`src/rtl/syn_ram_pkg.sv`:
```
// syn_ram_pkg: shared types and helpers for the syn_ram_2p dual-port RAM
package syn_ram_pkg;
  localparam int BYTE_W = 8;
  typedef enum logic {CLEAR, READY} state_e;
  function automatic logic byte_parity(input logic [BYTE_W-1:0] data);
    return ^data;
  endfunction
endpackage

```
`src/rtl/syn_ram_init_seq.sv`:
```
// syn_ram_init_seq: post-reset clear sweep FSM; muxes the sweep onto the array write port
module syn_ram_init_seq
  import syn_ram_pkg::*;
#(
  parameter int ADDR_W = 4,
  parameter int DATA_W = 8,
  localparam int NBYTES = DATA_W / BYTE_W
) (
  input  logic              clk,
  input  logic              rst_n,
  input  logic              we_i,
  input  logic [ADDR_W-1:0] waddr_i,
  input  logic [DATA_W-1:0] wdata_i,
  input  logic [NBYTES-1:0] wbe_i,
  output logic              mem_we_o,
  output logic [ADDR_W-1:0] mem_addr_o,
  output logic [DATA_W-1:0] mem_data_o,
  output logic [NBYTES-1:0] mem_be_o,
  output logic              init_busy_o
);
  state_e            state_q;
  logic [ADDR_W-1:0] clr_ptr_q;
  logic              busy_q;
  always_ff @(posedge clk) begin
    if (!rst_n) begin
      state_q   <= CLEAR;
      clr_ptr_q <= '0;
      busy_q    <= 1'b1;
    end else if (state_q == CLEAR) begin
      clr_ptr_q <= clr_ptr_q + ADDR_W'(1);
      if (&clr_ptr_q) begin
        state_q <= READY;
        busy_q  <= 1'b0;
      end
    end
  end
  // The sweep owns the write port while busy; user writes are dropped
  assign mem_we_o    = busy_q | we_i;
  assign mem_addr_o  = busy_q ? clr_ptr_q : waddr_i;
  assign mem_data_o  = busy_q ? '0 : wdata_i;
  assign mem_be_o    = busy_q ? '1 : wbe_i;
  assign init_busy_o = busy_q;
endmodule

```
`src/rtl/syn_ram_2p.sv`:
```
// syn_ram_2p: simple-dual-port RAM, byte enables, registered write-first read, clear sweep.
// Optional per-lane even parity when SYN_RAM_PARITY_EN is defined.
module syn_ram_2p
  import syn_ram_pkg::*;
#(
  parameter int DATA_W = 8,
  parameter int ADDR_W = 4,
  localparam int NBYTES = DATA_W / BYTE_W
) (
  input  logic              clk,
  input  logic              rst_n,
  input  logic              we,
  input  logic [ADDR_W-1:0] waddr,
  input  logic [DATA_W-1:0] wdata,
  input  logic [NBYTES-1:0] wbe,
  input  logic              re,
  input  logic [ADDR_W-1:0] raddr,
  output logic [DATA_W-1:0] rdata,
  output logic              rvalid,
  output logic              init_busy,
  input  logic              par_inject,
  output logic              parity_err
);
  localparam int DEPTH = 2 ** ADDR_W;
  logic              w_en;
  logic [ADDR_W-1:0] w_addr;
  logic [DATA_W-1:0] w_data;
  logic [NBYTES-1:0] w_be;
  syn_ram_init_seq #(.ADDR_W(ADDR_W), .DATA_W(DATA_W)) u_init (
    .clk(clk), .rst_n(rst_n), .we_i(we), .waddr_i(waddr), .wdata_i(wdata), .wbe_i(wbe),
    .mem_we_o(w_en), .mem_addr_o(w_addr), .mem_data_o(w_data), .mem_be_o(w_be),
    .init_busy_o(init_busy)
  );
  logic [DATA_W-1:0] mem [DEPTH];
  always_ff @(posedge clk) begin
    for (int i = 0; i < NBYTES; i++)
      if (w_en && w_be[i]) mem[w_addr][i*BYTE_W +: BYTE_W] <= w_data[i*BYTE_W +: BYTE_W];
  end
  logic              rd_en, hit;
  logic [DATA_W-1:0] byp, rdata_d, rdata_q;
  logic              rvalid_q, perr_d, perr_q;
  assign rd_en = re & ~init_busy;
  assign hit   = we & rd_en & (waddr == raddr);
  // Write-first bypass is resolved per lane
  always_comb begin
    byp = mem[raddr];
    for (int i = 0; i < NBYTES; i++)
      if (hit && wbe[i]) byp[i*BYTE_W +: BYTE_W] = wdata[i*BYTE_W +: BYTE_W];
    rdata_d = rd_en ? byp : rdata_q;
  end
`ifdef SYN_RAM_PARITY_EN
  logic [NBYTES-1:0] par_mem [DEPTH];
  logic [NBYTES-1:0] w_par, rd_par;
  logic              mism;
  always_comb begin
    mism = 1'b0;
    for (int i = 0; i < NBYTES; i++)
      w_par[i] = byte_parity(w_data[i*BYTE_W +: BYTE_W]) ^ (par_inject & ~init_busy);
    rd_par = par_mem[raddr];
    for (int i = 0; i < NBYTES; i++) begin
      if (hit && wbe[i]) rd_par[i] = w_par[i];
      mism = mism | (byte_parity(byp[i*BYTE_W +: BYTE_W]) ^ rd_par[i]);
    end
    perr_d = rd_en & mism;
  end
  always_ff @(posedge clk) begin
    for (int i = 0; i < NBYTES; i++)
      if (w_en && w_be[i]) par_mem[w_addr][i] <= w_par[i];
  end
`else
  logic unused_par;
  assign unused_par = par_inject;
  assign perr_d     = 1'b0;
`endif
  always_ff @(posedge clk) begin
    if (!rst_n) begin
      rdata_q  <= '0;
      rvalid_q <= 1'b0;
      perr_q   <= 1'b0;
    end else begin
      rdata_q  <= rdata_d;
      rvalid_q <= rd_en;
      perr_q   <= perr_d;
    end
  end
  assign rdata      = rdata_q;
  assign rvalid     = rvalid_q;
  assign parity_err = perr_q;
endmodule

```
`config.mk`:
```
export PLATFORM = sky130hd
export DESIGN_NAME = syn_ram_2p
export DESIGN_NICKNAME = d
export VERILOG_FILES = /design/src/rtl/syn_ram_pkg.sv /design/src/rtl/syn_ram_init_seq.sv /design/src/rtl/syn_ram_2p.sv
export SDC_FILE = /design/constraint.sdc
export NUM_CORES = 1
export LEC_CHECK = 0
export BUFFER_PORTS_ARGS = -buffer_cell sky130_fd_sc_hd__buf_2
export CAP_MARGIN = 15
export CORE_MARGIN = 5
export CORE_UTILIZATION = 30
export DETAILED_ROUTE_END_ITERATION = 7
export SLEW_MARGIN = 10
export SYNTH_ARGS = -nofsm -noshare
export SYNTH_HDL_FRONTEND = slang
export SYNTH_SLANG_ARGS = --single-unit
```
`constraint.sdc`:
```
create_clock -name clk -period 1.8 [get_ports clk]
set_input_delay 0.36 -clock clk [delete_from_list [all_inputs] [get_ports clk]]
set_output_delay 0.36 -clock clk [all_outputs]
set_load 0.005 [all_outputs]
```
==> reports/qor.csv, run 1 <==
stage;metric;value;unit
status;status;finished clean;
setup_path;critical path launch point type;flip-flop;
detailed_routing;initial detailed-routing violation count;231;
clock_network;buffers inserted by post-CTS timing repair;0;
cells_and_area;total number of nets in the final design;423;
logic_synthesis;synth cell count leaders;sky130_fd_sc_hd__edfxtp_1 (128), sky130_fd_sc_hd__mux4_2 (32), sky130_fd_sc_hd__nor2_1 (27);
cells_and_area;non-filler instance count after layout;646;
logic_synthesis;fraction of registers with async set/reset;0;
sta;number of hold violations in the final report;0;
cells_and_area;fraction of layout instances using a drive strength above 1;0.4175;
job;max_cap viols;0;
floorplan;Die Area;22020;µm²
sta;final count of negative-setup-slack endpoints;0;
logic_synthesis;number of unique standard cell types used by synthesis;35;
global_routing;global routing usage summed across all routing layers;0.1211;
detailed_routing;vias;3184;
power;areal power density over the cells;1031;nW/µm²
detailed_routing;antenna-violating nets left;0;
floorplan;die width;148.4;µm
logic_synthesis;EDFF count, synth;128;
power;Static Leakage;0.002535;µW
cells_and_area;Antenna Cells;0;
global_routing;initial antenna violation count;0;
clock_network;H-Tree Depth;4;
cells_and_area;Syn-to-layout area delta;25.11;%
clock_network;count of clock tree sinks;143;
logic_synthesis;proportion of netlist area held by the largest area contributor;0.6690;
worst_hold_path;worst min-delay path category;in2reg;
sta;hold slack;0.1845;ns
logic_synthesis;mean instance size in the synthesized netlist;18.42;µm²
floorplan;initial core utilization;0.3061;
setup_path;Critical Path End Type;flip-flop;
setup_path;required time at the worst-slack endpoint;1.97;ns
global_routing;vias in the first global route;3371;
global_routing;GRT Residual Overflow;0;
logic_synthesis;Synth Register Bits;143;
logic_synthesis;net count of the mapped netlist;335;
detailed_routing;# DRC;0;
logic_synthesis;flip-flop cell with the highest count after synthesis;sky130_fd_sc_hd__edfxtp_1;
logic_synthesis;count of yosys warnings during synthesis;0;
detailed_routing;routed via count divided by cell count;4.929;
placed_design;half-perimeter wire length after detailed placement;8.744;mm
sta;Clock Skews;0.003941;ns
setup_path;Max FO, Critical Path;9;
global_routing;largest net degree at the start of global routing;20;
global_routing;wire length of the first global-routing pass;19.46;mm
clock_network;TritonCTS clock tree;built;
floorplan;core box area;18770;µm²
sta;Max Slew Vio Count;0;
setup_path;Setup CP Type;reg2reg;
clock_network;TritonCTS Buffers;17;
sta;Worst Tran Pin Value;0.7691;ns
power;Worst VDD drop;0.4954;mV
detailed_routing;drt total wl;12.68;mm
placed_design;routability-driven placement congestion ratio;0.8139;
sta;minimum period implied by the final worst setup slack;1.764;ns
placed_design;number of port buffers;30;
cells_and_area;utilization after layout;0.3830;
sta;unrepaired setup endpoints after global routing;yes;
logic_synthesis;most used standard cell by instance count after synthesis;sky130_fd_sc_hd__edfxtp_1;
sta;part of the cycle the worst path needs;0.9800;
logic_synthesis;top cell type by total area after synthesis;sky130_fd_sc_hd__edfxtp_1;
sta;Achievable Freq;566.9;MHz
floorplan;die span in y;148.4;µm
detailed_routing;per-cell routed wire length;19.62;µm
logic_synthesis;instance count of the mapped netlist;312;
logic_synthesis;share of synthesized area occupied by flip-flops and latches;0.7213;
sta;worst relative slew slack;0.4850;
clock_network;Clock Root Buffer;sky130_fd_sc_hd__clkbuf_16;
clock_network;Clk Latency, worst-skew pair;0.42;ns
floorplan;I/O pin count;33;
placed_design;total placed cells including tap cells;615;
clock_network;CTS clock-pin slew for the worst setup and hold paths;0.06;ns
setup_path;arrival time reported for the critical path endpoint;1.94;ns
logic_synthesis;netlist area before placement;5746;µm²
logic_synthesis;top area cells in the synthesized netlist;sky130_fd_sc_hd__edfxtp_1 (67%), sky130_fd_sc_hd__mux4_2 (13%), sky130_fd_sc_hd__dfxtp_1 (5.2%);
clock_network;number of buffers on the longest clock path;2;
clock_network;quantity of hold-fixing buffers added after cts;0;
detailed_routing;number of detailed-routing iterations run before antenna repair;5;
floorplan;FP Rows;50;
setup_path;register-to-register setup slack;0.04;ns
-- worst paths after layout --
kind / from / to / cells after the start
setup / recovery: u_init.init_busy_o / mem[3][4] / 6
hold / removal: rst_n / u_init.init_busy_o / 2
setup reg to reg: u_init.init_busy_o / mem[3][4] / 6
hold reg to reg: rdata[2] / rdata[2] / 2
-- cell type report --
class / instances / area (µm²)
multi-input cells: 148 / 1570
clock inverters: 13 / 123.9
fillers: 1714 / 11580
inverters: 5 / 18.77
well taps: 234 / 292.8
flip-flops and latches: 143 / 4145
repair buffers: 85 / 608.1
clock buffers: 18 / 429.2
-- flip-flops by register name (all words and copies together) (netlist names) --
register / cells
mem: 128
rdata: 8
u_init.clr_ptr_q: 4
rvalid: 1
u_init.init_busy_o: 1
u_init.state_q: 1
-- power breakdown --
part | leakage [µW] | internal [µW] | switching, µW
combinational | 0.000936 | 220 | 235
clock | 0.000276 | 2010 | 1280
sequential | 0.00132 | 3650 | 21.2
total | 0.00254 | 5870 | 1540
-- what timing repair did --
| action | CTS | global route |
|---|---|---|
| endpoints found under the setup margin | 168 | 128 |
| hold endpoints to repair | 0 | 0 |
| pin swaps | 0 | 1 |
| resized for setup | 9 | 13 |
-- cells by family (layout without fill, tap and decap cells) --
group | count (synthesis) | in the layout | share of synthesized area
flip-flops | 143 | 143 | 0.7213
AO/OA/AOI/OAI | 42 | 42 | 0.05597
multiplexers | 38 | 38 | 0.1361
XOR/XNOR | 8 | 8 | 0.01220
AND/OR/NAND/NOR | 58 | 58 | 0.05335
buffers and inverters | 21 | 121 | 0.01829
adder cells (fa/ha/maj) | 1 | 1 | 0.002177
other | 1 | 1 | 0.0006527
-- layout by cell type, fill, tap and decap left out, drive strengths merged --
cell / netlist / final
buf: 12 / 85
xnor2: 8 / 8
dfxtp: 15 / 15
o21ai: 9 / 9
and3: 1 / 1
a22o: 14 / 14
inv: 5 / 5
a21oi: 1 / 1
a21boi: 1 / 1
a32oi: 10 / 10
nand2b: 2 / 2
a211oi: 1 / 1
a32o: 1 / 1
nand2: 5 / 5
nand4b: 1 / 1
nor2b: 13 / 13
and3b: 1 / 1
mux2: 1 / 1
nand4: 1 / 1
mux2i: 5 / 5
a31oi: 1 / 1
and2: 4 / 4
mux4: 32 / 32
nor2: 27 / 27
edfxtp: 128 / 128
a22oi: 4 / 4
clkinv: 0 / 10
clkinvlp: 0 / 1
nor4: 1 / 1
clkbuf: 4 / 18
ha: 1 / 1
or2b: 1 / 1
nor3: 1 / 1
bufinv: 0 / 2
conb: 1 / 1
-- per-stage QoR --
stage	area [µm²]	setup TNS [ns]	total power, µW	worst slack (ns)
floorplan	5761	-2.690	3991	-0.08728
global placement	6568	-12.58	4169	-0.1696
detailed placement	6568	-26.41	4180	-0.2292
CTS	7142	-3.804	7473	-0.1659
global route	7188	-0.8081	7670	-0.03410
finish	7188	0	7412	0.03595
-- critical path, stage by stage (launching register included) --
cell and delay, ns:
sky130_fd_sc_hd__dfxtp_2 0.33, sky130_fd_sc_hd__buf_6 0.13, sky130_fd_sc_hd__buf_4 0.14, sky130_fd_sc_hd__a32oi_1 0.46, sky130_fd_sc_hd__buf_4 0.24, sky130_fd_sc_hd__nor2_1 0.05
sky130_fd_sc_hd__buf_4 0.17
-- metal layers --
metal	vias to the layer above	routed length, µm	track usage
li1	1432	-	-
met1	1627	5464	0.1588
met2	102	6126	0.1891
met3	23	763	0.03108
met4	0	320	0.05727
met5	-	0	0
Power figures use the tool's default switching activity.
==> inputs of run 2 (changes only) <==
--- a/config.mk
+++ b/config.mk
@@ -7,7 +7,6 @@
 export LEC_CHECK = 0
 export BUFFER_PORTS_ARGS = -buffer_cell sky130_fd_sc_hd__buf_2
 export CAP_MARGIN = 15
-export CORE_MARGIN = 5
 export CORE_UTILIZATION = 30
 export DETAILED_ROUTE_END_ITERATION = 7
 export SLEW_MARGIN = 10
==> constraint.sdc (replaced) <==
create_clock -name clk -period 1.4 [get_ports clk]
set_input_delay 0.28 -clock clk [delete_from_list [all_inputs] [get_ports clk]]
set_output_delay 0.28 -clock clk [all_outputs]
set_load 0.005 [all_outputs]
==> reports/qor.csv, run 2 (synthesis gave the netlist of run 1 again) <==
stage;metric;value;unit
floorplan;FP Rows;50;
setup_path;Max FO, Critical Path;10;
detailed_routing;vias;3206;
global_routing;GRT Residual Overflow;0;
setup_path;required time at the worst-slack endpoint;1.74;ns
power;Worst VDD drop;0.8385;mV
placed_design;pre-CTS setup slack;-0.3705;ns
cells_and_area;top library cells by usage in the layout, fill and taps aside;sky130_fd_sc_hd__edfxtp_1 (128), sky130_fd_sc_hd__mux4_2 (32), sky130_fd_sc_hd__buf_2 (30), sky130_fd_sc_hd__buf_4 (27), sky130_fd_sc_hd__buf_12 (26);
cells_and_area;utilization after layout;0.4194;
detailed_routing;# DRC;0;
sta;number of hold violations in the final report;0;
global_routing;wire length of the first global-routing pass;19.89;mm
sta;Max Slew Vio Count;0;
placed_design;routability-driven placement congestion ratio;0.7976;
setup_path;cell-by-cell trace of the critical path;buf_6 > mux2i_1 > xnor2_1 > nor4_4 > buf_6 > or2b_4 > o21ai_1;
floorplan;I/O pin count;33;
setup_path;startpoint of the most critical register-to-register path;u_init.init_busy_o;
setup_path;reg-to-reg endpoint;rdata[5];
sta;Achievable Freq;607.3;MHz
sta;unrepaired setup endpoints after global routing;yes;
cells_and_area;commonest non-fill, non-tap cell in the layout;sky130_fd_sc_hd__edfxtp_1;
cells_and_area;register ranked first by flip-flop count;mem;
setup_path;slowest stage cell on the critical path;sky130_fd_sc_hd__dfxtp_4;
setup_path;critical path capture point;rdata[5];
floorplan;Die Area;19710;µm²
sta;final total negative setup slack;-19.81;ns
cells_and_area;fraction of layout instances using a drive strength above 1;0.4798;
sta;part of the cycle the worst path needs;1.176;
job;max_cap viols;0;
cells_and_area;storage element area;4148;µm²
clock_network;CTS clock-pin slew for the worst setup and hold paths;0.06;ns
clock_network;Clock Root Buffer;sky130_fd_sc_hd__clkbuf_16;
placed_design;number of port buffers;30;
detailed_routing;per-cell routed wire length;19.40;µm
setup_path;Worst setup startpoint;u_init.init_busy_o;
power;Static Leakage;0.002728;µW
detailed_routing;initial detailed-routing violation count;214;
floorplan;die span in y;140.4;µm
placed_design;half-perimeter wire length after detailed placement;8.754;mm
setup_path;Setup CP Type;reg2reg;
setup_path;largest incremental delay on the critical path;0.41;ns
global_routing;initial antenna violation count;0;
detailed_routing;drt total wl;12.71;mm
status;status;finished with violations;
cells_and_area;footprint of the multi-input gates;1836;µm²
sta;final count of negative-setup-slack endpoints;136;
cells_and_area;post-route cell area;7871;µm²
cells_and_area;max FFs per register;128;
setup_path;worst r2r path cells;7;
detailed_routing;number of detailed-routing iterations run before antenna repair;4;
clock_network;count of clock tree sinks;143;
sta;Clock Skews;0.008113;ns
clock_network;TritonCTS clock tree;built;
sta;hold slack;0.1259;ns
status;violated checks;negative setup slack;
cells_and_area;total number of nets in the final design;431;
setup_path;arrival time reported for the critical path endpoint;1.99;ns
setup_path;critical path launch point type;flip-flop;
sta;final critical-path setup slack;-0.2466;ns
detailed_routing;routed via count divided by cell count;4.895;
global_routing;vias in the first global route;3423;
clock_network;quantity of hold-fixing buffers added after cts;0;
floorplan;initial core utilization;0.3061;
cells_and_area;Antenna Cells;0;
clock_network;H-Tree Depth;4;
global_routing;global routing usage summed across all routing layers;0.1400;
detailed_routing;antenna-violating nets left;0;
placed_design;placed cell area;6870;µm²
floorplan;core box area;18770;µm²
setup_path;register-to-register setup slack;-0.25;ns
sta;minimum period implied by the final worst setup slack;1.647;ns
clock_network;number of buffers on the longest clock path;2;
power;areal power density over the cells;1241;nW/µm²
setup_path;cell occurring most often along the worst timing path;sky130_fd_sc_hd__buf_6;
cells_and_area;filler cell count;1611;
setup_path;Critical Path End Type;flip-flop;
floorplan;die width;140.4;µm
clock_network;Clk Latency, worst-skew pair;0.41;ns
worst_hold_path;worst min-delay path category;in2reg;
global_routing;largest net degree at the start of global routing;22;
cells_and_area;Syn-to-layout area delta;37.00;%
clock_network;TritonCTS Buffers;17;
## run 2: cell types whose count changed in the layout (fill, tap and decap cells not counted), moves of 6 or more
cell / delta
sky130_fd_sc_hd__buf_12: +23
sky130_fd_sc_hd__buf_4: -23
sky130_fd_sc_hd__inv_6: +7
sky130_fd_sc_hd__nor2_2: -12
sky130_fd_sc_hd__nor2_4: +17
sky130_fd_sc_hd__nor2b_4: +9
sky130_fd_sc_hd__o21ai_0: -6
sky130_fd_sc_hd__o21ai_1: +6
## run 2: stage by stage
stage	power, µW	std cells
finish	9771	655
global route	10060	655
floorplan	5196	312
CTS	9848	655
global placement	5401	609
detailed placement	5417	609
## run 2: how the worst min path moves through the flow
stage	start	endpoint	slack [ns]	depth (start not counted)
3_5_place_dp	rdata[1]	rdata[1]	0.46	2
3_3_place_gp	rdata[0]	rdata[0]	0.46	2
2_1_floorplan	rst_n	u_init.init_busy_o	0.34	1
4_1_cts	wdata[1]	rdata[1]	0.11	3
5_1_grt	wdata[1]	rdata[1]	0.15	3
6_report	wdata[1]	rdata[1]	0.13	3
## run 2: what timing repair did
action | in CTS | in global routing
pin swaps | 14 | 12
buffers inserted | 15 | 3
gates cloned | 0 | 0
setup endpoints to repair | 184 | 182
resized for setup | 30 | 12
## run 2: critical path: cells and delay by family (launching register included)
family	cells	cell delay (ns)
and+or+nand+nor	2	0.36
AOI/OAI and AO/OA	1	0.13
muxes	1	0.21
buffers and inverters	2	0.28
DFF	1	0.41
xor gates and xnor gates	1	0.19
## run 2: power by group
group          internal, µW  switching [µW]  leakage [µW]  total, µW
logic                   377             352       0.00113        729
registers              4680            23.8       0.00132       4710
clock network          2500            1840      0.000276       4340
## run 2: layer usage
layer,global-route usage,share of wire,vias to the layer above
met2,0.2474,0.53,61
met4,0.06073,0.011,0
met3,0.02838,0.027,12
met5,0,0,-
li1,-,-,1461
met1,0.1648,0.43,1672
## run 2: layout make-up
| cell class | count | share of cell area |
|---|---|---|
| clock buffers | 17 | 0.05405 |
| clock inverters | 15 | 0.01860 |
| inverters | 5 | 0.003338 |
| multi-input cells | 148 | 0.2332 |
| flip-flops and latches | 143 | 0.5269 |
| well taps | 234 | 0.03720 |
| repair buffers | 93 | 0.1267 |
